--- config.mk ---
export PLATFORM = sky130hd
export DESIGN_NAME = mem_rr_arbiter
export DESIGN_NICKNAME = d
export VERILOG_FILES = /design/src/rtl/mem_arb_pkg.sv /design/src/rtl/rr_arbiter.sv /design/src/rtl/mem_rr_arbiter.sv
export SDC_FILE = /design/constraint.sdc
export NUM_CORES = 1
export LEC_CHECK = 0
export ABC_AREA = 1
export CAP_MARGIN = 20
export CORE_UTILIZATION = 27
export CTS_CLUSTER_DIAMETER = 80
export DETAILED_ROUTE_END_ITERATION = 7
export HOLD_SLACK_MARGIN = 0.05
export PLACE_DENSITY = 0.86
export RECOVER_POWER = 25
export SLEW_MARGIN = 20
export SYNTH_ARGS = -nofsm -noshare
export SYNTH_HDL_FRONTEND = slang
export SYNTH_SLANG_ARGS = --single-unit
--- constraint.sdc ---
create_clock -name clk -period 1.9 [get_ports clk]
set_input_delay 0.475 -clock clk [delete_from_list [all_inputs] [get_ports clk]]
set_output_delay 0.475 -clock clk [all_outputs]
set_load 0.05 [all_outputs]
--- src/rtl/mem_arb_pkg.sv ---
// mem_arb_pkg: shared types and round-robin search for the memory arbiter
package mem_arb_pkg;
  localparam int MAX_NREQ = 8;
  typedef logic [$clog2(MAX_NREQ)-1:0] req_idx_t;
  typedef struct packed {
    logic     found;
    req_idx_t idx;
  } pick_t;
  function automatic pick_t rr_pick(input logic [MAX_NREQ-1:0] valid, input req_idx_t ptr, input int n);
    pick_t    r;
    req_idx_t i;
    r = '0;
    i = ptr;
    for (int k = 0; k < MAX_NREQ; k++) begin
      if (k < n && !r.found && valid[i]) begin
        r.found = 1'b1;
        r.idx   = i;
      end
      i = (i == req_idx_t'(n - 1)) ? '0 : i + 1'b1;
    end
    return r;
  endfunction
endpackage

--- src/rtl/rr_arbiter.sv ---
// rr_arbiter: round-robin grant over N requesters, owns the priority pointer
module rr_arbiter import mem_arb_pkg::*; #(
  parameter int N = 2,
  localparam int IW = $clog2(N)
) (
  input  logic          clk,
  input  logic          rst,
  input  logic [N-1:0]  valid_i,
  input  logic          advance_i,
  output logic [N-1:0]  grant_o,
  output logic [IW-1:0] grant_idx_o,
  output logic          any_o
);
  logic [IW-1:0] ptr_q;
  pick_t         pick;
  // first valid requester at or after ptr, wrapping explicitly at N-1
  always_comb begin
    pick        = rr_pick(MAX_NREQ'(valid_i), req_idx_t'(ptr_q), N);
    grant_idx_o = IW'(pick.idx);
    any_o       = pick.found;
    grant_o     = pick.found ? N'(1) << grant_idx_o : '0;
  end
  // pointer moves just past the winner; idle cycles leave it alone
  always_ff @(posedge clk) begin
    if (rst) ptr_q <= '0;
    else if (advance_i && any_o) ptr_q <= (grant_idx_o == IW'(N - 1)) ? '0 : grant_idx_o + 1'b1;
  end
endmodule

--- src/rtl/mem_rr_arbiter.sv ---
// mem_rr_arbiter: round-robin sharing of one single-port sync RAM between NREQ requesters
module mem_rr_arbiter import mem_arb_pkg::*; #(
  parameter int LEN = 256,
  parameter int DW = 8,
  parameter int NREQ = 2,
  localparam int AW = $clog2(LEN),
  localparam int IW = $clog2(NREQ)
) (
  input  logic                      clk,
  input  logic                      rst,
  input  logic [NREQ-1:0]           req_valid,
  input  logic [NREQ-1:0]           req_wr,
  input  logic [NREQ-1:0][AW-1:0]   req_addr,
  input  logic [NREQ-1:0][DW-1:0]   req_d,
  output logic [NREQ-1:0]           req_ready,
  output logic [NREQ-1:0]           rsp_valid,
  output logic [DW-1:0]             rsp_q,
  output logic [AW-1:0]             m_addr,
  output logic [DW-1:0]             m_d,
  output logic                      m_wr,
  input  logic [DW-1:0]             m_q
);
  logic [NREQ-1:0] grant, rsp_valid_q;
  logic [IW-1:0]   idx;
  logic            any, go;
  rr_arbiter #(.N(NREQ)) u_arb (
    .clk        (clk),
    .rst        (rst),
    .valid_i    (req_valid),
    .advance_i  (~rst),
    .grant_o    (grant),
    .grant_idx_o(idx),
    .any_o      (any)
  );
  // winner drives the RAM; reset and idle cycles park it at zero with no write
  always_comb begin
    go        = any & ~rst;
    req_ready = go ? grant : '0;
    m_addr    = go ? req_addr[idx] : '0;
    m_d       = go ? req_d[idx] : '0;
    m_wr      = go & req_wr[idx];
    rsp_valid = rst ? '0 : rsp_valid_q;
    rsp_q     = m_q;
  end
  // read strobe lines up with the RAM's one-cycle registered output
  always_ff @(posedge clk) begin
    if (rst) rsp_valid_q <= '0;
    else rsp_valid_q <= (go && !req_wr[idx]) ? grant : '0;
  end
endmodule

==> results_dict.tcl, run 1 <==
set metrics [dict create \
    crit_start "req_valid[0]" \
    antenna_cells 0 \
    p_per_area_nw_per_um2 427 \
    drt-pass1-iter-count 6 \
    top_usage_layer "met2" \
    cts_root_buffer "clkbuf_4" \
    fmax_mhz 503 \
    grt_pass1_vias 894 \
    synth_xor_area_share_pct 0 \
    grt_max_degree 12 \
    ys_top_cells_by_area "nor2_1, nand2_1, inv_1" \
    grt_use_met1_pct 22.4 \
    die_width_um 47.8 \
    synth_largest_area_cell "nor2_1" \
    synth_seq_area_share_pct 10.6 \
    use_met2_pct 49.2 \
    initial_utilization_pct 28.9 \
    synthAdderAreaFrac_pct 0 \
    dp_hpwl_um 1670 \
    routed_wirelength_um 3400 \
    finalCoreUtilization_pct 87.2 \
    grt_pass1_wl_um 3700 \
    critPathLaunchType "input pin" \
    syn-num-nets 164 \
    cts.clk_slew.worst_paths_ps 40 \
    period_share_pct 105 \
    htreeDepth 1 \
    grt_setup_unrepaired "true" \
    cts_buffers 3 \
    max-vdd-ir-drop_v 0.000311 \
    critPathKind "input pin to output pin" \
    synth-compound-area-share_pct 0.883 \
    synth_seq_cells 3 \
    grt.overflow.total 0 \
    final_cell_mix "nand2_1, nor2_2, clkdlybuf4s50_1, buf_12, inv_1" \
    worst_pin_slew_ps 267 \
    relSlewSlack_pct 82.2 \
    syn_to_final_growth_pct 202 \
    numPortBuffers 58 \
    synth-simple-area-share_pct 55.4 \
    synth_top_family_by_area "simple AND/OR/NAND/NOR gates" \
    drc_errors 0 \
    setup_slack_ps -88.6 \
    setup_viol 5 \
    antenna_found_initial 0 \
    syn-mean-instance-area_sq_um 4.80 \
    pre_cts_ws_ps -320 \
    worstPathArrival_ps 1510 \
    drive_above_1_share_pct 46.4 \
    holdCritPathClass "input pin to flop" \
    required_ps 1420 \
    use_met3_pct 2.64 \
    status "complete, but fails checks" \
    post_drt_wl_per_cell_um 16.2 \
    netlist_area_sq_um 567 \
    layout_commonest_cell "nand2_1" \
    skew_ps 4.72 \
    num_vias 971 \
    viasPerCell 4.62 \
    clock_sinks 3 \
    rr_startpoint "u_arb.ptr_q" \
    ant_nets 0 \
    die_area_sq_um 2290 \
    fin_nets 230 \
    synth.distinct_cells 14 \
    drv_slew 0 \
    fin_crit_ps 1990 \
    synth_top_area_share_pct 24.5 \
    gp_congestion 0.601 \
    ys_warn_count 0 \
    core_area_sq_um 1960 \
    violations "setup timing" \
    io_pins 75 \
    rows 16 \
    synth_mux_area_share_pct 0 \
    grt_usage_pct 23.4 \
    worstSkewPairLatency_ps 250 \
    synthCells 118 \
    cts_max_path_buffers 2 \
    worstSetupEndpointType "output pin" \
    die_y_um 47.8 \
    hold_start "req_valid[1]" \
    finalHoldViolCount 0 \
    cts_tree "yes" \
    p_leak_nw 0.858 \
    path_max_fanout 9 \
    cap_viol_max_count 0 \
    drt_iter0_drc 23 \
]
[worst max-delay path, stage by stage]
cell,delay (ps)
buf_2,130
nor2_2,60
nor2_4,120
buf_4,140
buf_12,120
nand2_1,80
nor2_2,200
buf_12,170
[cell usage after synthesis]
master   number
buf_6         3
nor2_4        1
inv_1        22
nand3_1       1
inv_2         1
a21oi_1       1
nand2_1      36
nand2_2       1
or2_2         1
nor2_2        1
buf_4         9
dfxtp_1       3
nor3_1        1
nor2_1       37
[registers in the layout, summed over array words and instances (netlist names)]
signal       cells
u_arb.ptr_q      1
rsp_valid_q      2
[layer usage]
layer | wire length [um] | vias to the layer above | share of wire (%)
met5 | 0 | - | 0
met2 | 1870 | 54 | 55
met4 | 119 | 0 | 3.5
li1 | - | 453 | -
met1 | 1180 | 448 | 35
met3 | 231 | 16 | 6.8
[per-stage QoR]
step           instances  total power [mW]  hold slack [ps]  instance area [sq um]  TNS [ps]
3_5_place_dp         197             0.511              537                   1420     -5580
6_report             210             0.731              536                   1710      -182
4_1_cts              209             0.699              538                   1640         0
5_1_grt              210             0.756              564                   1710      -379
3_3_place_gp         197             0.501              526                   1420     -4770
2_1_floorplan        118             0.314              503                    612         0
[cell families after synthesis]
kind of cell	count (synthesis)
AO/OA/AOI/OAI	1
buffers and inverters	35
flip-flops	3
AND/OR/NAND/NOR	79
[layout make-up]
class / count / area (sq um)
sequential: 3 / 61.3
inverter: 23 / 86.3
timing repair buffer: 73 / 1060
tap: 27 / 33.8
clock buffer: 4 / 26.3
fill: 97 / 251
multi-input combinational: 80 / 443
[path summary, 6_finish.rpt]
path | to | slack, ps | cells past startpoint
hold reg to reg | u_arb.ptr_q | 570 | 3
setup / recovery | m_addr[5] | -90 | 8
hold / removal | u_arb.ptr_q | 540 | 3
setup reg to reg | rsp_valid_q[0] | 770 | 8
[power breakdown]
| part | internal (mW) | leakage [nW] | switching [mW] |
|---|---|---|---|
| sequential | 0.0669 | 0.0250 | 0.00118 |
| clock | 0.0793 | 0.0150 | 0.0419 |
| combinational | 0.279 | 0.818 | 0.262 |
[timing repair]
| item | CTS | global route |
|---|---|---|
| buffers inserted | 5 | 1 |
| hold buffers | 0 | 0 |
| gates cloned | 4 | 0 |
| pin swaps | 16 | 24 |
| endpoints found under the setup margin | 21 | 17 |
| resized for setup | 31 | 20 |
No activity file was read; power rests on OpenSTA's default activity.
==> run 2: changes to the inputs <==
--- a/config.mk
+++ b/config.mk
@@ -8,12 +8,13 @@
 export ABC_AREA = 1
 export CAP_MARGIN = 20
-export CORE_UTILIZATION = 27
+export CORE_UTILIZATION = 25
 export CTS_CLUSTER_DIAMETER = 80
 export DETAILED_ROUTE_END_ITERATION = 7
 export HOLD_SLACK_MARGIN = 0.05
-export PLACE_DENSITY = 0.86
+export PLACE_DENSITY = 0.84
 export RECOVER_POWER = 25
 export SLEW_MARGIN = 20
 export SYNTH_ARGS = -nofsm -noshare
 export SYNTH_HDL_FRONTEND = slang
+export SYNTH_HIERARCHICAL = 1
 export SYNTH_SLANG_ARGS = --single-unit
==> constraint.sdc (replaced) <==
create_clock -name clk -period 1.9 [get_ports clk]
set_input_delay 0.475 -clock clk [delete_from_list [all_inputs] [get_ports clk]]
set_output_delay 0.475 -clock clk [all_outputs]
set_load 0.1 [all_outputs]
==> results_dict.tcl, run 2 <==
set metrics [dict create \
    status "stopped before the end" \
    stop_stage "4_1_cts" \
    error_line "[ERROR DPL-0033] detailed placement checks failed during check placement." \
    ys_warn_count 6 \
    synth_seq_area_share_pct 11.3 \
    dpl_cell_area_sq_um 1630 \
    netlist_area_sq_um 529 \
    synth_edf_count 0 \
    syn-num-nets 137 \
    cts.repair.resized 49 \
    clock_sinks 3 \
    cts_setup_buffers 6 \
    async_reset_ff_share_pct 0 \
    ys.flop_type "dfxtp_1" \
    synth.distinct_cells 15 \
    io_pins 75 \
    pre_cts_ws_ps -618 \
    ys_top_cells_by_area "nand2_1, a21oi_1, dfxtp_1" \
    numPortBuffers 58 \
    cts_buffers 3 \
    htreeDepth 1 \
    gp_congestion 0.626 \
    synth_largest_area_cell "nand2_1" \
    die_width_um 48.0 \
    cts_root_buffer "clkbuf_4" \
    rows 16 \
    syn-mean-instance-area_sq_um 5.82 \
    initial_utilization_pct 26.7 \
    synth_seq_cells 3 \
    synthCells 91 \
    cts_hold_buf 0 \
    synth_top_area_share_pct 26.2 \
    die_y_um 48.0 \
    synth_common_cells "nand2_1, a21oi_1, buf_4" \
    cts_max_path_buffers 2 \
    dp_hpwl_um 1860 \
    synth_most_common_cell "nand2_1" \
]
[run 2: cell count changes after synthesis, moves of 2 or more]
cell      delta
a21boi_0     +2
a21oi_1     +14
buf_8        +2
nand3_1      +2
a21oi_2      +5
nor2_1      -33
inv_1       -17
[run 2: logic make-up after synthesis]
kind of cell / share of synthesized area, %
buffers and inverters: 28.4
flip-flops: 11.3
AO/OA/AOI/OAI: 26.2
AND/OR/NAND/NOR: 34.0
[run 2: through the flow]
| stage | hold WS [ps] | setup TNS (ps) | instances |
|---|---|---|---|
| 2_1_floorplan | 463 | -2660 | 91 |
| 3_3_place_gp | 483 | -10050 | 172 |
| 3_5_place_dp | 512 | -11060 | 172 |
==> run 3: changes to the inputs <==
Settings changed: CORE_AREA from default to 2 2 63 65, CORE_UTILIZATION 25 to default, CTS_CLUSTER_DIAMETER 80 to default, DIE_AREA from default to 0 0 65 67, HOLD_SLACK_MARGIN 0.05 to default, PLACE_DENSITY 0.84 to default, PLACE_DENSITY_LB_ADDON from default to 0.15.
==> results_dict.tcl, run 3 <==
set metrics [dict create \
    p_leak_nw 0.782 \
    clock_sinks 3 \
    ant_nets 0 \
    htreeDepth 1 \
    required_ps 1420 \
    dp_hpwl_um 1970 \
    period_share_pct 107 \
    max_stage_delay_ps 190 \
    ys_warn_count 6 \
    setup_slack_ps -142 \
    path_cells "buf_6 -> buf_6 -> a21boi_4 -> buf_12 -> buf_16 -> nand2_4 -> a21oi_4 -> buf_12" \
    skew_ps 3.62 \
    synth_common_cells "nand2_1, a21oi_1, buf_4" \
    use_met3_pct 3.38 \
    fin_crit_ps 2040 \
    p_per_area_nw_per_um2 478 \
    cap_viol_max_count 0 \
    pre_cts_ws_ps -588 \
    status "complete, but fails checks" \
    synthAdderAreaFrac_pct 0 \
    synth_seq_cells 3 \
    synth-compound-area-share_pct 26.2 \
    drt_iter0_drc 20 \
    r2r_slack_ps 560 \
    worstPathArrival_ps 1570 \
    io_pins 75 \
    synthCells 91 \
    reg2reg_to "rsp_valid_q[0]" \
    numPortBuffers 58 \
    ys_top_cells_by_area "nand2_1, a21oi_1, dfxtp_1" \
    grt_usage_pct 14.3 \
    cts.clk_slew.worst_paths_ps 30 \
    ys.flop_type "dfxtp_1" \
    synth_top_area_share_pct 26.2 \
    grt.overflow.total 0 \
    drive_above_1_share_pct 60.4 \
    violations "setup timing" \
    fmax_mhz 490 \
    syn_to_final_growth_pct 274 \
    syn-num-nets 137 \
    netlist_area_sq_um 529 \
    drt-pass1-iter-count 4 \
    reg_top3 "rsp_valid_q x2, u_arb/ptr_q x1" \
    grt_pass1_vias 955 \
    rows 22 \
    holdCritPathClass "flop to flop" \
    fill_cells 336 \
    critPathKind "input pin to output pin" \
    slowest_stage "buf_12" \
    synth_top_family_by_area "simple AND/OR/NAND/NOR gates" \
    crit_end "m_wr" \
    synth.distinct_cells 15 \
    worstSetupEndpointType "output pin" \
    syn-mean-instance-area_sq_um 5.82 \
    synth_edf_count 0 \
    layout_commonest_cell "clkdlybuf4s50_1" \
    finalCoreUtilization_pct 54.9 \
    largest_reg_flops 2 \
    drv_slew 0 \
    fin_nets 211 \
    antenna_cells 0 \
    synth_mux_area_share_pct 0 \
    worstSkewPairLatency_ps 210 \
    grt_max_degree 10 \
    die_y_um 67 \
    routed_wirelength_um 2790 \
    post_drt_wl_per_cell_um 13.2 \
    synth_largest_area_cell "nand2_1" \
    final_cell_mix "clkdlybuf4s50_1, buf_12, a21oi_4" \
    drc_errors 0 \
    grt_use_met1_pct 16.7 \
    path_max_fanout 6 \
    rr_worst_depth 9 \
    gp_congestion 0.730 \
    crit_start "req_valid[0]" \
    hold_start "u_arb/ptr_q" \
    synth-simple-area-share_pct 34.0 \
    num_vias 861 \
    max_flop_register "rsp_valid_q" \
    use_met2_pct 26.5 \
    cts_max_path_buffers 2 \
    top_usage_layer "met2" \
    synth_seq_area_share_pct 11.3 \
    core_area_sq_um 3610 \
    grt_setup_unrepaired "true" \
    cts_root_buffer "clkbuf_8" \
    antenna_found_initial 0 \
    critPathLaunchType "input pin" \
    synth_most_common_cell "nand2_1" \
    grt_pass1_wl_um 4720 \
    max-vdd-ir-drop_v 0.000508 \
    viasPerCell 4.06 \
    initial_utilization_pct 14.7 \
    die_area_sq_um 4360 \
    async_reset_ff_share_pct 0 \
    setup_viol 19 \
    worst_pin_slew_ps 174 \
    rr_startpoint "u_arb/ptr_q" \
    cts_tree "yes" \
    finalHoldViolCount 0 \
    cts_buffers 3 \
    die_width_um 65 \
    synth_xor_area_share_pct 0 \
    relSlewSlack_pct 88.4 \
]
-- run 3: cell counts after synthesis --
Identical to the previous run, type by type.
-- run 3: critical path: cells and delay by family --
family	cells	cell delay, ps
and+or+nand+nor	1	70
AOI/OAI and AO/OA	2	310
buffers and inverters	5	720
-- run 3: area by class of cell --
class	count	area, sq um	area share (%)
Inverter	8	63.8	3.22
Timing Repair inverter	2	31.3	1.58
Timing Repair Buffer	77	1020	51.6
Multi-Input combinational cell	70	697	35.2
Sequential cell	3	61.3	3.10
Tap cell	48	60.1	3.03
Clock buffer	4	45.0	2.28
-- run 3: layer usage --
metal / vias to the layer above / wire, um
met5: - / 0
met4: 0 / 10
met3: 2 / 185
met2: 40 / 1530
met1: 384 / 1070
li1: 435 / -
-- run 3: how the worst min path moves through the flow --
stage | slack [ps] | end | depth (start not counted)
3_5_place_dp | 490 | u_arb/ptr_q | 2
6_report | 490 | u_arb/ptr_q | 2
3_3_place_gp | 480 | u_arb/ptr_q | 2
5_1_grt | 550 | u_arb/ptr_q | 2
2_1_floorplan | 460 | u_arb/ptr_q | 2
4_1_cts | 480 | u_arb/ptr_q | 2
-- run 3: kinds of logic (layout without fill, tap and decap cells) --
| family | count (synthesis) | in the layout |
|---|---|---|
| AND/OR/NAND/NOR | 45 | 47 |
| AO/OA/AOI/OAI | 23 | 23 |
| flip-flops | 3 | 3 |
| buffers and inverters | 20 | 91 |
-- run 3: timing repair --
action | CTS | global route
setup buffers | 6 | 0
hold buffers | 0 | 0
pin swaps | 16 | 11
cloned | 6 | 0
endpoints found under the setup margin | 19 | 19
resized for setup | 33 | 4
-- run 3: report_power, final --
| group | switching [mW] | internal (mW) | leakage [nW] |
|---|---|---|---|
| clock network | 0.0380 | 0.143 | 0.0228 |
| registers | 0.00212 | 0.0670 | 0.0249 |
| logic | 0.401 | 0.295 | 0.734 |
| total | 0.441 | 0.505 | 0.782 |
-- run 3: per-stage QoR --
stage / power [mW] / cells / area, sq um / hold slack (ps) / setup TNS (ps)
6_report: 0.946 / 212 / 1980 / 492 / -2150
5_1_grt: 0.991 / 212 / 1980 / 549 / -3120
4_1_cts: 0.953 / 212 / 1970 / 484 / -2170
3_5_place_dp: 0.687 / 196 / 1670 / 485 / -10880
3_3_place_gp: 0.682 / 196 / 1670 / 483 / -10500
2_1_floorplan: 0.528 / 91 / 855 / 463 / -2660
==> run 4: changes to the inputs <==
Settings changed: CTS_CLUSTER_SIZE from default to 25.
==> results of run 4 <==
No change in the layout: final DEF, timing and power equal those of run 3.
